File: src/rtl/load_store_ramp.sv
// Ramp/oscillator: vol climbs to a latched limit, dwells, then falls (triangle) or snaps to 0 (sawtooth).
// Define LOAD_STORE_RAMP_IRQ_EN to add a sticky period-complete interrupt (irq / irq_clr).
module load_store_ramp #(
   parameter int CBITS = 12,
   parameter int SBITS = 4,
   parameter int DBITS = 8,
   parameter int PBITS = 16
) (
   input  logic             clk,
   input  logic             rst_n,
   input  logic             en,
   input  logic             mode,
   input  logic [CBITS-1:0] limit,
   input  logic [SBITS-1:0] step,
   input  logic [DBITS-1:0] dwell,
   output logic [CBITS-1:0] vol,
   output logic             sig,
   output logic             at_low,
   output logic             rising,
   output logic             cfg_err,
   output logic [PBITS-1:0] period_cnt
`ifdef LOAD_STORE_RAMP_IRQ_EN
   ,
   input  logic             irq_clr,
   output logic             irq
`endif
);

   typedef enum logic [2:0] {IDLE, RISE, HOLD_HI, FALL, HOLD_LO} state_t;

   state_t           state, state_n;
   logic [CBITS-1:0] lim_q, lim_n, vol_n;
   logic [SBITS-1:0] step_q, step_n, step_in;
   logic [DBITS-1:0] dwell_q, dwell_n, dcnt, dcnt_n;
   logic             mode_q, mode_n, cfg_err_n;
   logic [PBITS-1:0] pcnt_n;
   logic [CBITS:0]   rise_sum;
   logic [CBITS-1:0] step_c, step_in_c;
   logic             fall_zero;

   assign step_in   = (step == '0) ? SBITS'(1) : step;
   assign step_c    = CBITS'(step_q);
   assign step_in_c = CBITS'(step_in);
   // One extra bit so a full-scale limit plus a step can never wrap.
   assign rise_sum  = {1'b0, vol} + {1'b0, step_c};
   assign fall_zero = (vol <= step_c);

   always_comb begin
      state_n   = state;
      vol_n     = vol;
      dcnt_n    = dcnt;
      lim_n     = lim_q;
      step_n    = step_q;
      dwell_n   = dwell_q;
      mode_n    = mode_q;
      pcnt_n    = period_cnt;
      cfg_err_n = cfg_err;
      if (en) begin
         case (state)
            IDLE: begin
               if (limit != '0) begin
                  lim_n     = limit;
                  step_n    = step_in;
                  dwell_n   = dwell;
                  mode_n    = mode;
                  cfg_err_n = 1'b0;
                  state_n   = RISE;
               end else begin
                  cfg_err_n = 1'b1;
               end
            end
            RISE: begin
               if (rise_sum >= {1'b0, lim_q}) begin
                  vol_n   = lim_q;
                  dcnt_n  = dwell_q;
                  state_n = HOLD_HI;
               end else begin
                  vol_n = rise_sum[CBITS-1:0];
               end
            end
            HOLD_HI: begin
               if (dcnt != '0) begin
                  dcnt_n = dcnt - DBITS'(1);
               end else if (mode_q || fall_zero) begin
                  // Sawtooth, or a triangle whose first fall step already reaches 0.
                  vol_n   = '0;
                  dcnt_n  = dwell_q;
                  state_n = HOLD_LO;
               end else begin
                  vol_n   = vol - step_c;
                  state_n = FALL;
               end
            end
            FALL: begin
               if (fall_zero) begin
                  vol_n   = '0;
                  dcnt_n  = dwell_q;
                  state_n = HOLD_LO;
               end else begin
                  vol_n = vol - step_c;
               end
            end
            HOLD_LO: begin
               if (dcnt != '0) begin
                  dcnt_n = dcnt - DBITS'(1);
               end else begin
                  pcnt_n  = period_cnt + PBITS'(1);
                  lim_n   = limit;
                  step_n  = step_in;
                  dwell_n = dwell;
                  mode_n  = mode;
                  if (limit == '0) begin
                     vol_n     = '0;
                     cfg_err_n = 1'b1;
                     state_n   = IDLE;
                  end else if (step_in_c >= limit) begin
                     vol_n   = limit;
                     dcnt_n  = dwell;
                     state_n = HOLD_HI;
                  end else begin
                     vol_n   = step_in_c;
                     state_n = RISE;
                  end
               end
            end
            default: state_n = IDLE;
         endcase
      end
   end

   // Flags are derived from the next state so they stay coherent with vol.
   always_ff @(posedge clk or negedge rst_n) begin
      if (!rst_n) begin
         state      <= IDLE;
         vol        <= '0;
         dcnt       <= '0;
         lim_q      <= '0;
         step_q     <= '0;
         dwell_q    <= '0;
         mode_q     <= 1'b0;
         period_cnt <= '0;
         cfg_err    <= 1'b0;
         sig        <= 1'b0;
         at_low     <= 1'b0;
         rising     <= 1'b0;
      end else begin
         state      <= state_n;
         vol        <= vol_n;
         dcnt       <= dcnt_n;
         lim_q      <= lim_n;
         step_q     <= step_n;
         dwell_q    <= dwell_n;
         mode_q     <= mode_n;
         period_cnt <= pcnt_n;
         cfg_err    <= cfg_err_n;
         sig        <= (state_n == HOLD_HI);
         at_low     <= (state_n == HOLD_LO);
         rising     <= (state_n == RISE);
      end
   end

`ifdef LOAD_STORE_RAMP_IRQ_EN
   // A period completion in the same cycle as a clear keeps irq set.
   always_ff @(posedge clk or negedge rst_n) begin
      if (!rst_n)
         irq <= 1'b0;
      else if (pcnt_n != period_cnt)
         irq <= 1'b1;
      else if (irq_clr)
         irq <= 1'b0;
   end
`endif

endmodule

File: config.mk
export PLATFORM = sky130hd
export DESIGN_NAME = load_store_ramp
export DESIGN_NICKNAME = d
export VERILOG_FILES = /design/src/rtl/load_store_ramp.sv
export SDC_FILE = /design/constraint.sdc
export NUM_CORES = 1
export LEC_CHECK = 0
export CAP_MARGIN = 0
export CORE_MARGIN = 5
export CORE_UTILIZATION = 50
export CTS_CLUSTER_DIAMETER = 200
export CTS_CLUSTER_SIZE = 28
export DETAILED_ROUTE_END_ITERATION = 16
export PLACE_DENSITY = 0.72
export SETUP_SLACK_MARGIN = 0.15
export SYNTH_ARGS = -nofsm -noshare
export SYNTH_HDL_FRONTEND = slang
export SYNTH_SLANG_ARGS = --single-unit
File: constraint.sdc
create_clock -name clk -period 5.95 [get_ports clk]
set_input_delay 1.19 -clock clk [delete_from_list [all_inputs] [get_ports clk]]
set_output_delay 1.19 -clock clk [all_outputs]
set_load 0.02 [all_outputs]
==> out/summary.md, run 1 <==
The run finished with clean final reports. Power comes to 2840 uW. Setup repair after global routing left no endpoint under its margin. The floorplan step defined a die boundary enclosing 0.0109 mm^2. Summing every instance area after synthesis gives 0.00448 mm^2. The count of hold buffers inserted by post-cts repair is 0, and the detailed-placement wirelength estimate is 8040 um.

The minimum clock period after layout is 4.04 ns, and the layout overhead on the synthesized area is 19.5%. Of the available clock period, the critical path in the final layout requires 67.9%. The repair_antennas step left the layout with diodes totalling 0. The startpoint of the worst hold path was period_cnt[15]. Cells fill 61.3% of the core in the end. The tree is rooted in a clkbuf_8. The analysis attributes to cell leakage a power of 0.00232 uW. STA puts the critical path data required time at 6.20 ns. Post-CTS timing repair inserted 0 buffers for setup. The critical path is of the reg -> reg type. During placement, the flow inserted port buffers numbering 59. For this run, the register share of the synthesized area comes to 38.0%. Entering global routing, the biggest net connects 69 pins.

Across the VDD grid, the largest voltage drop is 229 uV. Counting the fill cells in the layout gives 727. The final number of setup-violating endpoints is 0, and the clock slew at the register clock pins of the worst setup and hold paths is 0.08 ns. The worst setup path is launched from a flip-flop. The number of pins with negative max-slew slack in the final report was 0; the routed length per placed instance was 16.9 um.

STA classifies the critical path endpoint as a flip-flop. TritonCTS built the clock tree. In this run the cell area measured after placement is 0.00513 mm^2. The logs give 0 for the number of max-cap violations and 0 for the number of nets still failing antenna checks after routing. When the netlist entered floorplanning its net count stood at 534. The maximum clock frequency is 248 MHz. In this run, post-CTS repair resized a total of 0 instances. In the synthesized netlist the dominant register cell turns out to be dfrtp_1. The number of enable flip-flop cells after synthesis came out at 0. Synthesis inferred 68 register bits. The total power divided by cell area is 531 mW/mm^2. The logs give 0 ns for the total negative slack for setup checks and 0 for the leftover overflow at the end of global routing.

The worst setup slack before clock tree synthesis came out at 1.68 ns. Measured along the y axis, the die boundary spans 105 um. By area, the combinational part of the netlist is dominated by simple AND/OR/NAND/NOR gates. Tracing the worst setup path back leads to its startpoint at vol[2]. The floorplan step defined a core boundary enclosing 0.00872 mm^2. The final layout net count came out at 587. After routing the design area is 0.00535 mm^2. Using the TritonRoute via totals, the vias-per-cell ratio works out to 5.87. The maximum clock path buffer count was 2. Routability-driven placement finished with a final weighted congestion of 0.946. The run gives 0 as the hold violation total from the final report. The tightest min-delay check is of the reg -> reg type. The netlist uses 66 different library cells.

The run gives 34 as the cell row count. The detailed-route via count is 3,778, and the fraction of synthesized cell area in xor and xnor cells is 5.09%. The number of antenna violations at the first check in global routing is 0. In this run, CTS created clock tree buffers numbering 9. The first routing iteration left 188 violations.

The run gives 1.91 ns as the post-layout worst setup margin. For this run, the total global-route usage over all layers was measured as 20.1%. In this run the mean area of a mapped cell was 9.37 um^2. Yosys printed 0 warnings. The adder-cell share of the synthesized area is 8.16%, and the remaining design rule violation count is 0. After detailed routing, the total wire length is 10,900 um.

The data arrival time of the worst path is 4.29 ns, and the number of levels the H-tree was split into is 3. The cell count after synthesis came out at 478. Headroom to the max-slew limit came out at 40.3%.

Multiplexer cells account for 8.94% of the synthesized area. The tools report the first-pass GRT wire length as 18,300 um. For the final database, setup skew stands at 0.00966 ns.

The tree built by TritonCTS fans out to 68 sinks. After synthesis, the share of flip-flops with an asynchronous set or reset is 100%. The maximum fanout encountered on the critical timing path works out to 14. Total I/O pin count: 60.

The worst flop-to-flop path startpoint is vol[2]. The first-pass detailed-route iteration total was 5. The transition time at the pin with the least slew margin was 0.888 ns. Measured along the x axis, the die boundary spans 105 um.

Once the floorplan was initialized, standard cells occupied 51.3% of the core. The logs give 3,739 for the number of global-route vias before repair and 0.36 ns for the insertion delay of the later-clocked pin in the worst-skew pair. Cells with a size suffix above 1 make up 10.4% of the layout.

Summing the areas of all compound-gate instances in the mapped netlist gives 16.0% of the synthesized area. After Yosys synthesis, and, or, nand and nor cells account for 18.7% of the synthesized area.
-- synth_stat cells (3+ instances only) --
cell type,n,area share [%]
o21bai_1,3,0.50
nand2_1,32,2.7
and3_1,5,0.70
ha_1,26,7.3
nand4_1,6,0.84
o31ai_1,3,0.50
clkbuf_1,9,0.75
o21ai_0,24,2.7
or3_1,6,0.84
buf_2,6,0.67
buf_1,3,0.25
dfrtp_1,68,38
nand3_1,18,2.0
nor2b_1,6,0.84
a21oi_1,25,2.8
mux2i_1,13,2.9
xnor2_1,18,3.5
inv_1,33,2.8
a222oi_1,3,0.67
nor2_1,40,3.4
nor4_1,6,0.84
o221ai_1,4,0.78
nor3_1,10,1.1
nand2b_1,11,1.5
o22ai_1,3,0.42
mux2_2,22,5.5
o211ai_1,6,1.0
and2_1,3,0.42
xor2_1,8,1.6
nor3b_1,3,0.50
nor3_2,3,0.67
a21boi_0,4,0.67
o21ai_1,5,0.56
-- state kept, by name, indices dropped and copies added (netlist names) --
signal	count
cfg_err	1
step_q	4
sig	1
lim_q	12
state	3
mode_q	1
dwell_q	8
period_cnt	16
vol	12
rising	1
dcnt	8
at_low	1
-- stage by stage --
step | hold WS, ns | std cells
floorplan | 0.450 | 478
global placement | 0.461 | 628
detailed placement | 0.461 | 628
CTS | 0.477 | 644
global route | 0.490 | 644
finish | 0.473 | 644
-- power breakdown --
group / internal, uW / switching (uW)
combinational: 705 / 890
sequential: 627 / 188
clock: 238 / 195
-- final cells by class --
type,instances,area (um^2),share of cell area [%]
tap,108,135,2.53
multi-input combinational,356,2550,47.8
sequential,68,1700,31.8
timing repair buffer,62,608,11.4
inverter,34,128,2.39
clock buffer,9,124,2.32
clock inverter,7,98.8,1.85
-- path summary, 6_finish.rpt --
path / to / slack (ns) / depth (start not counted)
max reg2reg: vol[2] / 1.91 / 13
min: period_cnt[15] / 0.47 / 1
max in group asynchronous: lim_q[8] / 4.37 / 2
max: vol[2] / 1.91 / 13
min in group asynchronous: dwell_q[4] / 1.02 / 2
min reg2reg: period_cnt[15] / 0.47 / 1
-- metal layers --
| metal | up-vias | wire length (um) | track usage [%] |
|---|---|---|---|
| li1 | 1815 | - | - |
| met1 | 1846 | 4930 | 27.0 |
| met2 | 105 | 5290 | 32.9 |
| met3 | 12 | 580 | 5.30 |
| met4 | 0 | 95 | 4.57 |
| met5 | - | 0 | 0 |
-- cells in the final DEF (no fill, tap or decap), types with 8 or more instances in the layout --
master	count
nand2b_1	11
clkbuf_8	9
dfrtp_1	68
mux2_2	22
xor2_1	8
nand3_1	18
o21ai_0	24
nor3_1	10
inv_1	33
a21oi_1	25
nand2_1	32
nor2_1	40
xnor2_1	18
clkdlybuf4s50_1	58
mux2i_1	13
ha_1	26
-- cells by family after synthesis --
| family | count (synthesis) |
|---|---|
| flip-flops | 68 |
| AND/OR/NAND/NOR | 160 |
| adder cells (fa/ha/maj) | 28 |
| AO/OA/AOI/OAI | 105 |
| multiplexers | 37 |
| XOR/XNOR | 26 |
| buffers and inverters | 54 |
-- critical path: stages (launching register included) --
cell and delay [ns]:
dfrtp_1 0.43, ha_1 0.46, nor2_1 0.10, o311ai_1 0.56, nor2_1 0.14, xnor2_1 0.22, ha_1 0.28, a21o_1 0.16
a21oi_1 0.14, o31a_1 0.17, nand3_1 0.56, mux2_2 0.50, a21oi_1 0.14, a21oi_1 0.08
No activity file was read; power rests on OpenSTA's default activity.
==> inputs of run 2 (changes only) <==
clock period = 4 ns   (was 5.95 ns; I/O delays follow)
==> run 2 against run 1 <==
Clock power increased by 52%. Clock skew increased by 0.0020 ns. Critical path depth increased by 1. Utilization increased by 0.82 points.
==> out/summary.md, run 2 (synthesis gave the netlist of run 1 again) <==
The total I/O pin count is 60 (unchanged). For the DRC violation total after the first TritonRoute iteration, the log shows 139 (-26%). The routed wire length is 10,900 um (+0.30%). Setup repair after global routing could not meet its margin everywhere. The relative slew slack came out at 34.9% (-5.4 points). The die boundary height is 105 um (unchanged), and the detailed-placement wirelength estimate is 8130 um (+1.2%). For the post-layout worst setup margin, the log shows 0.469 ns (-1.44 ns). The layout overhead on the synthesized area came out at 21.1%.

The flip-flop count of the largest register, all copies and words added was 16 (unchanged); the count of buffers added by post-CTS timing repair for setup was 0 (unchanged). Leaving out fill and tap cells, the most frequent cells in the layout are dfrtp_1 (68), clkdlybuf4s50_1 (58), nor2_1 (40). The part of the cycle the worst path needs is 88.3% (+20 points), and the initial cell density of the core is 51.3% (unchanged). The depth of the worst register-to-register path came out at 14 (+1). The most critical setup path has its endpoint at dcnt[0]. STA classifies the critical path endpoint as a flip-flop.

For the maximum resistive drop on vdd, the log shows 319 uV (+39%). The hold violation total from the final report is 0 (unchanged). Number of max-cap violations: 0 (unchanged). The number of buffers inserted during clock tree synthesis came out at 9 (unchanged).

Ratio of cells with drive above 1 in the final layout: 11.8% (+1.4 points). In this run the clock root is driven by a clkbuf_8. The routed length per placed instance was 16.8 um (-0.47%).

First-pass GRT wire length: 18,600 um (+1.8%). The number of global-route vias before repair was 3,820 (+2.2%). The flow ran to the end, and the final reports show no timing, DRC or antenna violations. The run gives 0.00872 mm^2 (unchanged) as the area of the core.

Data arrival time of the worst path: 3.81 ns (-0.48 ns). The run gives 0.930 (-1.7%) as the placer congestion estimate. The tools report the launching element type of the critical path as a flip-flop. Worst setup slack before clock tree synthesis: 0.225 ns (-1.46 ns).

The die extent in x came out at 105 um (unchanged). The tools report the pin count of the biggest net entering global routing as 37 (-46%). The static power due to leakage was 0.00236 uW (+1.6%); the area enclosed by the die boundary was 0.0109 mm^2 (unchanged). The logs give 3,808 (+0.79%) for the detailed-route via count and 4.28 ns (-1.92 ns) for the required arrival time at the worst endpoint. The number of pins with negative max-slew slack in the final report came out at 0 (unchanged). The final setup skew came out at 0.0117 ns (+0.00201 ns). The remaining design rule violation count came out at 0 (unchanged). The final layout net count was 592 (+0.85%); the total power divided by cell area was 790 mW/mm^2 (+49%).

The reg-to-reg endpoint was dcnt[0]. The maximum clock frequency came out at 283 MHz (+14%). In this run the most critical hold path is launched from period_cnt[15]. The total negative slack for setup checks was 0 ns (unchanged); the first-pass detailed-route iteration total was 5 (unchanged). The run gives 0.35 ns (about the same) as the insertion delay of the later-clocked pin in the worst-skew pair. Utilization after layout: 62.2% (+0.82 points).

The library cell used most frequently in the layout, excluding fill and tap cells, is dfrtp_1. Maximum fanout encountered on the critical timing path: 10 (-4). The largest registers in the layout are period_cnt: 16 flops, lim_q: 12 flops, vol: 12 flops. The logs give 0 (unchanged) for the diode insertion count for antenna repair and 3 (unchanged) for the number of levels the H-tree was split into. The post-placement cell area was 0.00516 mm^2 (+0.73%); the average vias per placed instance was 5.87 (about the same).

Clock slew at the register clock pins of the worst setup and hold paths: 0.08 ns (about the same). Type of the most critical hold path: reg -> reg. The tools report the maximum clock path buffer count as 2 (unchanged). The run gives 20.4% (+0.30 points) as the overall global routing resource usage. The tools report the internal reg-to-reg setup slack as 0.47 ns (-1.44 ns).

TritonCTS built the clock tree. The critical path is of the reg -> reg type. The run gives 34 (unchanged) as the cell row count. The leftover overflow at the end of global routing is 0 (unchanged), and the number of port buffers is 59 (unchanged). Counting flops per register, the top entry is period_cnt. The tools report the final number of setup-violating endpoints as 0 (unchanged). The final instance area was 0.00542 mm^2 (+1.3%).

The startpoint identified for the worst register-to-register timing path is vol[3]. The number of nets still failing antenna checks after routing is 0 (unchanged), and the minimum clock period after layout is 3.53 ns (-0.507 ns). The logs give 0 (unchanged) for the number of antenna violations at the first check in global routing and 68 (unchanged) for the number of clock sinks.

The transition time at the pin with the least slew margin was 0.968 ns (+0.0801 ns); the worst hold margin was 0.479 ns (+0.00550 ns). The launch point of the critical path was vol[3].
## run 2: worst min path at each step
| stage | to | slack (ns) | cells past startpoint |
|---|---|---|---|
| after floorplan | lim_q[1] | 0.45 | 2 |
| after global placement | period_cnt[15] | 0.46 | 1 |
| after detailed placement | period_cnt[15] | 0.47 | 1 |
| after CTS | period_cnt[15] | 0.48 | 1 |
| after global routing | period_cnt[15] | 0.49 | 1 |
| final | period_cnt[15] | 0.48 | 1 |
## run 2: critical path: stages, from the launching register on
cell and delay [ns]:
dfrtp_1 0.42, ha_1 0.44, nor3b_1 0.22, o21ai_0 0.14, a21boi_1 0.30, nand4_1 0.16
xnor2_1 0.18, ha_1 0.19, a21o_1 0.17, a21oi_1 0.16, o31a_1 0.20, nand4_1 0.19
a21oi_4 0.28, or2_4 0.23, mux2i_1 0.18
## run 2: area by class of cell
type                    instances  area [um^2]
flip-flops and latches         68         1700
repair buffers                 67          646
well taps                     108          135
inverters                      34          128
clock buffers                  10          138
fillers                       739         3300
multi-input cells             356         2580
clock inverters                 6         93.8
## run 2: what timing repair did
item	CTS	global route
setup endpoints to repair	0	23
hold buffers	0	0
resized for setup	0	5
## run 2: stage by stage
stage / std cells / power [uW]
finish: 649 / 4280
global route: 649 / 4650
CTS: 649 / 4260
detailed placement: 633 / 3580
global placement: 633 / 3510
floorplan: 478 / 2940
## run 2: per-layer routing
layer	share of wire [%]	track usage, %
met5	0	0
met4	2.7	9.04
met3	5.2	3.58
met2	48	33.1
met1	44	26.9
## run 2: report_power, final
part / internal, uW / switching [uW]
registers: 932 / 287
logic: 1060 / 1340
clock network: 374 / 286
total: 2370 / 1910
